[config.mk]
export PLATFORM = sky130hd
export DESIGN_NAME = alib_range_image_reader
export DESIGN_NICKNAME = d
export VERILOG_FILES = /design/src/rtl/alib_range_image_reader.sv
export SDC_FILE = /design/constraint.sdc
export NUM_CORES = 1
export LEC_CHECK = 0
export BUFFER_PORTS_ARGS = -buffer_cell sky130_fd_sc_hd__buf_2
export CAP_MARGIN = 20
export CORE_ASPECT_RATIO = 1.5
export CORE_MARGIN = 2
export CORE_UTILIZATION = 59
export CTS_BUF_LIST = sky130_fd_sc_hd__clkbuf_2
export CTS_CLUSTER_SIZE = 10
export DETAILED_ROUTE_END_ITERATION = 7
export GPL_TIMING_DRIVEN = 0
export PLACE_DENSITY_LB_ADDON = 0.1
export SLEW_MARGIN = 10
export SYNTH_ARGS = -nofsm -noshare
export SYNTH_HDL_FRONTEND = slang
export SYNTH_SLANG_ARGS = --single-unit
[constraint.sdc]
create_clock -name clk -period 3.7 [get_ports clk]
set_input_delay 0.74 -clock clk [delete_from_list [all_inputs] [get_ports clk]]
set_output_delay 0.74 -clock clk [all_outputs]
set_load 0.02 [all_outputs]
[src/rtl/alib_range_image_reader.sv]
// Row-major frame reader for the range-image buffer RAM: hides the 1-cycle read latency
// and absorbs backpressure with a 2-entry buffer. Define ALIB_RANGE_IMAGE_READER_CLEAR_ON_READ_EN to zero pixels as they are read.
module alib_range_image_reader #(
    parameter int DATA_WIDTH = 16,
    parameter int DEPTH      = 524288,
    parameter int ROWS       = 64,
    parameter int COLS       = 2048,
    localparam int AW        = $clog2(DEPTH-1)
) (
    input  logic                  clk,
    input  logic                  rst,
    input  logic                  start,
    output logic                  busy,
    output logic                  done,
    output logic [AW-1:0]         ram_addrb,
    output logic                  ram_rd_en,
    input  logic [DATA_WIDTH-1:0] ram_dout,
`ifdef ALIB_RANGE_IMAGE_READER_CLEAR_ON_READ_EN
    output logic [AW-1:0]         ram_addra,
    output logic [DATA_WIDTH-1:0] ram_din,
    output logic                  ram_we,
`endif
    output logic                  m_valid,
    input  logic                  m_ready,
    output logic [DATA_WIDTH-1:0] m_data,
    output logic                  m_last,
    output logic                  m_frame_end
);
    localparam int RW = (ROWS > 1) ? $clog2(ROWS) : 1;
    localparam int CW = (COLS > 1) ? $clog2(COLS) : 1;

    typedef enum logic [1:0] {IDLE, READ, DRAIN} state_t;

    state_t                state;
    logic [RW-1:0]         row;
    logic [CW-1:0]         col;
    logic [1:0]            count;
    logic                  vld_p1;
    logic                  last_p1;
    logic                  fe_p1;
    logic [DATA_WIDTH-1:0] head_data, tail_data;
    logic                  head_last, tail_last;
    logic                  head_fe, tail_fe;
    logic                  pop;
    logic                  issue;
    logic                  col_end;
    logic                  final_addr;
    logic [2:0]            occ_nxt;

    // occ_nxt is the occupancy the buffer will have once this cycle's push/pop settle
    assign pop        = m_valid & m_ready;
    assign occ_nxt    = {1'b0, count} + {2'b00, vld_p1} - {2'b00, pop};
    assign issue      = (state == READ) && (occ_nxt < 3'd2);
    assign col_end    = (col == CW'(COLS-1));
    assign final_addr = col_end && (row == RW'(ROWS-1));

    assign ram_rd_en   = issue;
    assign m_valid     = (count != 2'd0);
    assign m_data      = head_data;
    assign m_last      = head_last;
    assign m_frame_end = head_fe;

`ifdef ALIB_RANGE_IMAGE_READER_CLEAR_ON_READ_EN
    assign ram_we    = issue;
    assign ram_addra = ram_addrb;
    assign ram_din   = '0;
`endif

    always_ff @(posedge clk) begin
        if (rst) begin
            state     <= IDLE;
            busy      <= 1'b0;
            done      <= 1'b0;
            ram_addrb <= '0;
            row       <= '0;
            col       <= '0;
        end else begin
            done <= 1'b0;
            case (state)
                IDLE: begin
                    // a start coinciding with the done pulse belongs to the finished frame
                    if (start && !done) begin
                        state     <= READ;
                        busy      <= 1'b1;
                        ram_addrb <= '0;
                        row       <= '0;
                        col       <= '0;
                    end
                end
                READ: begin
                    if (issue) begin
                        if (final_addr) begin
                            state <= DRAIN;
                        end else begin
                            ram_addrb <= ram_addrb + 1'b1;
                            if (col_end) begin
                                col <= '0;
                                row <= row + 1'b1;
                            end else begin
                                col <= col + 1'b1;
                            end
                        end
                    end
                end
                DRAIN: begin
                    if (occ_nxt == 3'd0) begin
                        state <= IDLE;
                        busy  <= 1'b0;
                        done  <= 1'b1;
                    end
                end
                default: state <= IDLE;
            endcase
        end
    end

    // stage p1: read in flight, tags travel with it until ram_dout is valid
    always_ff @(posedge clk) begin
        if (rst) begin
            vld_p1    <= 1'b0;
            last_p1   <= 1'b0;
            fe_p1     <= 1'b0;
            count     <= 2'd0;
            head_data <= '0;
            head_last <= 1'b0;
            head_fe   <= 1'b0;
            tail_data <= '0;
            tail_last <= 1'b0;
            tail_fe   <= 1'b0;
        end else begin
            vld_p1  <= issue;
            last_p1 <= col_end;
            fe_p1   <= final_addr;
            // stage p2: capture into the 2-entry output buffer
            case ({vld_p1, pop})
                2'b10: begin
                    if (count == 2'd0) begin
                        head_data <= ram_dout;
                        head_last <= last_p1;
                        head_fe   <= fe_p1;
                    end else begin
                        tail_data <= ram_dout;
                        tail_last <= last_p1;
                        tail_fe   <= fe_p1;
                    end
                    count <= count + 2'd1;
                end
                2'b01: begin
                    head_data <= tail_data;
                    head_last <= tail_last;
                    head_fe   <= tail_fe;
                    count     <= count - 2'd1;
                end
                2'b11: begin
                    if (count == 2'd1) begin
                        head_data <= ram_dout;
                        head_last <= last_p1;
                        head_fe   <= fe_p1;
                    end else begin
                        head_data <= tail_data;
                        head_last <= tail_last;
                        head_fe   <= tail_fe;
                        tail_data <= ram_dout;
                        tail_last <= last_p1;
                        tail_fe   <= fe_p1;
                    end
                end
                default: ;
            endcase
        end
    end
endmodule

==> Yosys cells after proc, flatten, opt, wreduce, memory -nomap -nowiden <==
Index checks and enable logic that the tools add are counted.
{ "classes": {"n_addsub": 7, "n_mux": 42, "n_bitwise": 2, "eq_ne": 17, "n_lt_le_gt_ge": 1, "n_reduce_logical": 20} }
{ "ops": {"columns": ["operator", "count"], "rows": [
  ["$mux 16", 4],
  ["$mux 19", 3],
  ["$pmux 16 s3", 1],
  ["$mux 11", 4],
  ["$pmux 19 s2", 1],
  ["$pmux 16 s2", 1],
  ["$mux 6", 4],
  ["$pmux 11 s2", 1],
  ["$add 19x1->19 const B", 1],
  ["$ne 2x2->1 const B", 9],
  ["$pmux 6 s2", 1],
  ["$add 11x1->11 const B", 1],
  ["$eq 11x11->1 const B", 1],
  ["$mux 1", 11],
  ["$reduce_bool 2->1", 5],
  ["$mux 2", 4],
  ["$reduce_and 4->1", 2],
  ["$add 6x1->6 const B", 1],
  ["$eq 2x1->1 const B", 3],
  ["$eq 2x2->1 const B", 3],
  ["$eq 6x6->1 const B", 1],
  ["$pmux 1 s2", 3],
  ["$pmux 1 s3", 2],
  ["$pmux 2 s3", 1],
  ["other kinds (17)", 21]
]} }
{ "totals": {"in_bits": 20, "wordCells": 105, "out_inout_bits": 41, "reg_bits": 81} }

==> Depth between registers and ports, before layout <==
{ "logic_depth": {"depth_word": 7, "ltp_mapped": 14, "ltp_nobuf": 12} }

==> Worst setup path before layout <==
OpenSTA, ideal clock, no wires.
{ "synth_timing": {"path_type": "input-to-reg", "from": "input m_ready", "to": "register ram_addrb[12]", "setup_slack_ps": 477, "arrival_ps": 3132, "setup_ps": 91, "path_stages": 11, "cell_sequence": "nor2b_1 > ha_1 > inv_1 > ha_1 > fa_1 > xnor2_1 > nor3_2 > o21a_1 > buf_2 > a21oi_1 > a311oi_1"} }
{ "synth_between": {"elab_chain_len": 6} }
{ "synth_rtl": {"columns": ["item", "line_no", "rtl"], "rows": [
  ["start, declared", "24", "input logic m_ready,"],
  ["$and 1x1->1", "51", "assign pop = m_valid & m_ready;"],
  ["$sub 3x1->3", "52", "assign occ_nxt = {1'b0, count} + {2'b00, vld_p1} - {2'b00, pop};"],
  ["$lt 3x2->1", "53", "assign issue = (state == READ) && (occ_nxt < 3'd2);"],
  ["$logic_and 1x1->1", "53", null],
  ["named net ram_rd_en", "16", "output logic ram_rd_en,"],
  ["$ne 2x2->1 (no source line)", null, null],
  ["$reduce_and 4->1 (no source line)", null, null],
  ["end signal, assigned", "95", "ram_addrb <= ram_addrb + 1'b1;"],
  ["end, declared", "15", "output logic [AW-1:0] ram_addrb,"]
]} }
The timed path passes the listed nets, and every way through them passes these cells.
A chain may end at the register's enable or synchronous reset.

==> Final worst setup path <==
{ "layout_timing": {"from": "register count[1]", "to": "output ram_rd_en"} }
{ "layout_between": {"elab_chain_len": 5} }
{ "layout_rtl": {"columns": ["item", "line_no", "rtl"], "rows": [
  ["start, declared", "37", "logic [1:0] count;"],
  ["start signal, assigned", "146", "count <= count + 2'd1;"],
  ["start signal, assigned", "152", "count <= count - 2'd1;"],
  ["parallel branches: the longest is 2 deep, another holds $add 2x1->3", null, null],
  ["$sub 3x1->3 *", "52", null],
  ["$lt 3x2->1 *", "53", null],
  ["$logic_and 1x1->1 *", "53", null],
  ["end, declared", "16", null]
]} }
Every way passes the cells marked *.

==> results by group <==
Status
  – Run status: finished clean

Global route
  – M3 GR Usage: 0.05572
  – Met1 usage: 0.2720
  – Global Route Usage Sum: 0.2559
  – Layer with the highest usage: met2
  – Overflow after GRT: 0
  – Largest net degree at the start of global routing: 14
  – Met2 Usage GRT: 0.4703
  – First-pass GRT wire length: 14.72 mm
  – Initial antenna violation count: 0
  – Vias in the first global route: 3,273

Floorplanning
  – CORE AREA: 6396 sq um
  – Die width: 69.88 microns
  – Num ports: 61
  – Initial Util: 0.6005
  – Die area: 7185 sq um
  – Die Y: 102.8 microns
  – Row Count: 36

Critical path
  – Crit path buffers/inverters: 3
  – Startpoint types: register
  – CP peak stage delay: 0.41 ns
  – Required @ worst endpoint: 2.96 ns
  – CP arrival: 2.77 ns
  – Critical Path Start: count[1]
  – Critical path class: reg -> out
  – Crit-path slowest cell: fa_2
  – CP Cell Sequence: inv_2 -> ha_2 -> nor2b_2 -> ha_4 -> inv_1 -> ha_1 -> fa_2 -> xnor2_4 -> nor3_4 -> buf_6
  – Crit Path Max Fanout: 4
  – R2R Path Start: count[1]
  – Top Family by Delay on Critical Path: adder cells
  – Worst setup EP type: output pin

Timing
  – Final Max Slew Viols: 0
  – Final hold viol count: 0
  – Final setup violation count: 0
  – Fmax: 285.0 MHz
  – Period utilization: 0.9482
  – Worst slew margin: 0.4927
  – Fin crit period: 3.508 ns
  – WHS: 0.4261 ns
  – Worst Skew: 0.03511 ns
  – Worst Max-Slew Pin Slew: 0.7398 ns

Cells and area
  – Fin cells: 591
  – Filler cell count: 530
  – Diodes inserted: 0
  – Fin area: 4429 sq um
  – Share of layout cells above drive strength 1: 0.2039
  – Area growth, synth to finish: 15.31%
  – Reg area: 1624 sq um
  – Layout net count: 541
  – Area taken by multi-input logic gates: 2076 sq um

Pwr
  – Power Total: 2.549 mW
  – Peak supply drop: 0.0002765 V
  – Leak pwr: 1.706 nW
  – PD cells: 575.4 nW/um^2

Detailed routing
  – Remaining antenna violation count after routing: 0
  – Drt first pass iters: 4
  – Vias: 3,551
  – Routed Wire Length: 8.980 mm
  – Number of remaining DRC errors: 0
  – DR vias/cell: 6.008
  – DRT iter0 DRCs: 165
  – DR WL/cell: 15.19 microns

Placement
  – Post-Place Cells: 575
  – Placed Area: 4237 sq um
  – HPWL Detailed: 6.587 mm
  – Port Buffer Count: 60
  – GPL Wtd Cong: 0.9267

Logic synthesis
  – Synthesized net count: 469
  – Synth Area in Simple Gates: 0.2091
  – Adder and majority cell fraction of the synthesized area: 0.03453
  – Post-synthesis mux area share: 0.05212
  – Async SR Flop Fraction: 0
  – Main combinational cell family by area after synthesis: compound AO/OA/AOI/OAI gates
  – Number of synthesized register bits: 81
  – Avg Inst Size Synth: 8.750 sq um
  – Cell types occupying the most area after synthesis: dfxtp_1 42%, nor2_1 5.5%, mux2i_1 5.2%
  – XOR/XNOR Fraction of Synth Area: 0.009121
  – Synth top area share: 0.4221
  – Distinct cells, synth: 49
  – Syn Std Cell Area: 3841 sq um
  – Yosys Warn Count: 0
  – EDFF count, synth: 0
  – Gate Count Post-Synth: 439
  – Post-synth top area cell: dfxtp_1
  – Post-synthesis sequential area ratio: 0.4221
  – Top FF cell, synth: dfxtp_1
  – Compound-gate portion of the synthesized area: 0.2238

CTS
  – Clock Pin Slew Worst Setup and Hold Paths: 0.21 ns
  – Clock sink count: 81
  – CTS root buf: clkbuf_2
  – Worst-skew pair later-pin latency: 0.55 ns
  – Cts bufs inserted: 9
  – Htree depth: 3
  – CTS tree: yes
  – CTS max path bufs: 2

Hold path
  – Hold_sp: rst
  – Worst hold path class: in -> reg

Job
  – Maxcap violations: 0
==> cell usage in the layout, fill, tap and decap left out, drive strengths merged, types with 2 or more instances in the layout <==
master,synthesis,routed
a211oi,20,20
a21o,3,3
a21oi,30,30
a22oi,18,18
a311oi,8,8
a31oi,7,7
a41oi,5,5
and3,7,7
and4,4,4
buf,16,77
bufinv,0,2
clkbuf,12,22
clkinv,0,2
dfxtp,81,81
ha,9,9
inv,16,16
mux2i,20,20
nand2,17,17
nand2b,7,7
nand3,18,18
nand4,13,13
nor2,56,56
nor2b,4,4
nor3,15,15
nor4,2,2
o21ai,20,20
o21bai,2,2
o31ai,6,6
o32ai,2,2
or3,2,2
or4,5,5
xnor2,2,2
xor2,2,2
==> registers in the layout (all words and copies together) (netlist names) <==
register	cells
done	1
tail_fe	1
last_p1	1
tail_data	16
count	2
m_data	16
tail_last	1
state	2
col	11
row	6
m_last	1
busy	1
fe_p1	1
ram_addrb	19
m_frame_end	1
vld_p1	1
==> worst paths after layout <==
check / to / slack (ns) / cells after the start
max: ram_rd_en / 0.19 / 10
min: vld_p1 / 0.43 / 2
max reg2reg: ram_addrb[12] / 0.56 / 13
min reg2reg: col[10] / 0.49 / 2
==> synthesized netlist by cell type (2+ instances only) <==
| library cell | count |
|---|---|
| a22oi_1 | 18 |
| clkbuf_1 | 12 |
| o31ai_1 | 6 |
| buf_1 | 4 |
| o21ai_1 | 7 |
| inv_1 | 16 |
| or3_1 | 2 |
| mux2i_1 | 20 |
| nand3_1 | 18 |
| and3_1 | 7 |
| and4_1 | 4 |
| a31oi_1 | 7 |
| o21ai_0 | 13 |
| nor2b_1 | 4 |
| buf_2 | 10 |
| nand4_2 | 2 |
| a21o_1 | 3 |
| nor3_1 | 14 |
| nand4_1 | 11 |
| nor2_1 | 56 |
| a311oi_1 | 8 |
| ha_1 | 9 |
| nand2_1 | 17 |
| or4_1 | 5 |
| a211oi_1 | 20 |
| dfxtp_1 | 81 |
| xor2_1 | 2 |
| o32ai_2 | 2 |
| a21oi_1 | 30 |
| nand2b_1 | 7 |
| xnor2_1 | 2 |
| a41oi_1 | 5 |
==> repair_timing <==
action / 4_1_cts / 5_1_grt
endpoints found under the hold margin: 0 / 0
hold buffers: 0 / 0
setup endpoints to repair: 1 / 1
pin swaps: 1 / 1
resized for setup: 7 / 5
buffers inserted: 0 / 1
==> layout make-up <==
| cell class | instances | area share |
|---|---|---|
| buffer | 28 | 0.02910 |
| clock buffer | 10 | 0.01130 |
| clock inverter | 5 | 0.01836 |
| inverter | 16 | 0.01356 |
| multi-input combinational | 314 | 0.4686 |
| sequential | 81 | 0.3667 |
| tap | 76 | 0.02147 |
| timing repair buffer | 61 | 0.07090 |
==> cell families after synthesis <==
logic type	count (synthesis)
AO/OA/AOI/OAI	126
XOR/XNOR	4
adder cells (fa/ha/maj)	10
buffers and inverters	44
flip-flops	81
multiplexers	20
AND/OR/NAND/NOR	154
==> where the power goes <==
group / switching (mW) / internal [mW]
clock: 0.302 / 0.223
combinational: 0.583 / 0.356
sequential: 0.0737 / 1.01
==> worst reg2reg max path: stages, from the launching register on <==
cell and delay, ns:
dfxtp_2 0.37, inv_2 0.09, ha_2 0.21, nor2b_2 0.07, ha_4 0.29, inv_1 0.04, ha_1 0.19, fa_2 0.41
xnor2_4 0.17, nor3_4 0.24, o21a_1 0.34, buf_2 0.31, a21oi_1 0.11, a311oi_1 0.24
==> stage by stage <==
step / setup TNS [ns] / setup slack, ns / util
2_1_floorplan: 0 / 0.4769 / -
3_3_place_gp: 0 / 0.1872 / 0.6624
3_5_place_dp: 0 / 0.1201 / 0.6624
4_1_cts: 0 / 0.0004581 / 0.6868
5_1_grt: -0.003706 / -0.003706 / 0.6925
6_report: 0 / 0.1916 / 0.6925
==> routing by layer <==
layer | vias up | wire [microns]
li1 | 1766 | -
met1 | 1664 | 3540
met2 | 104 | 4793
met3 | 17 | 404
met4 | 0 | 242
met5 | - | 0
Power figures use the tool's default switching activity.
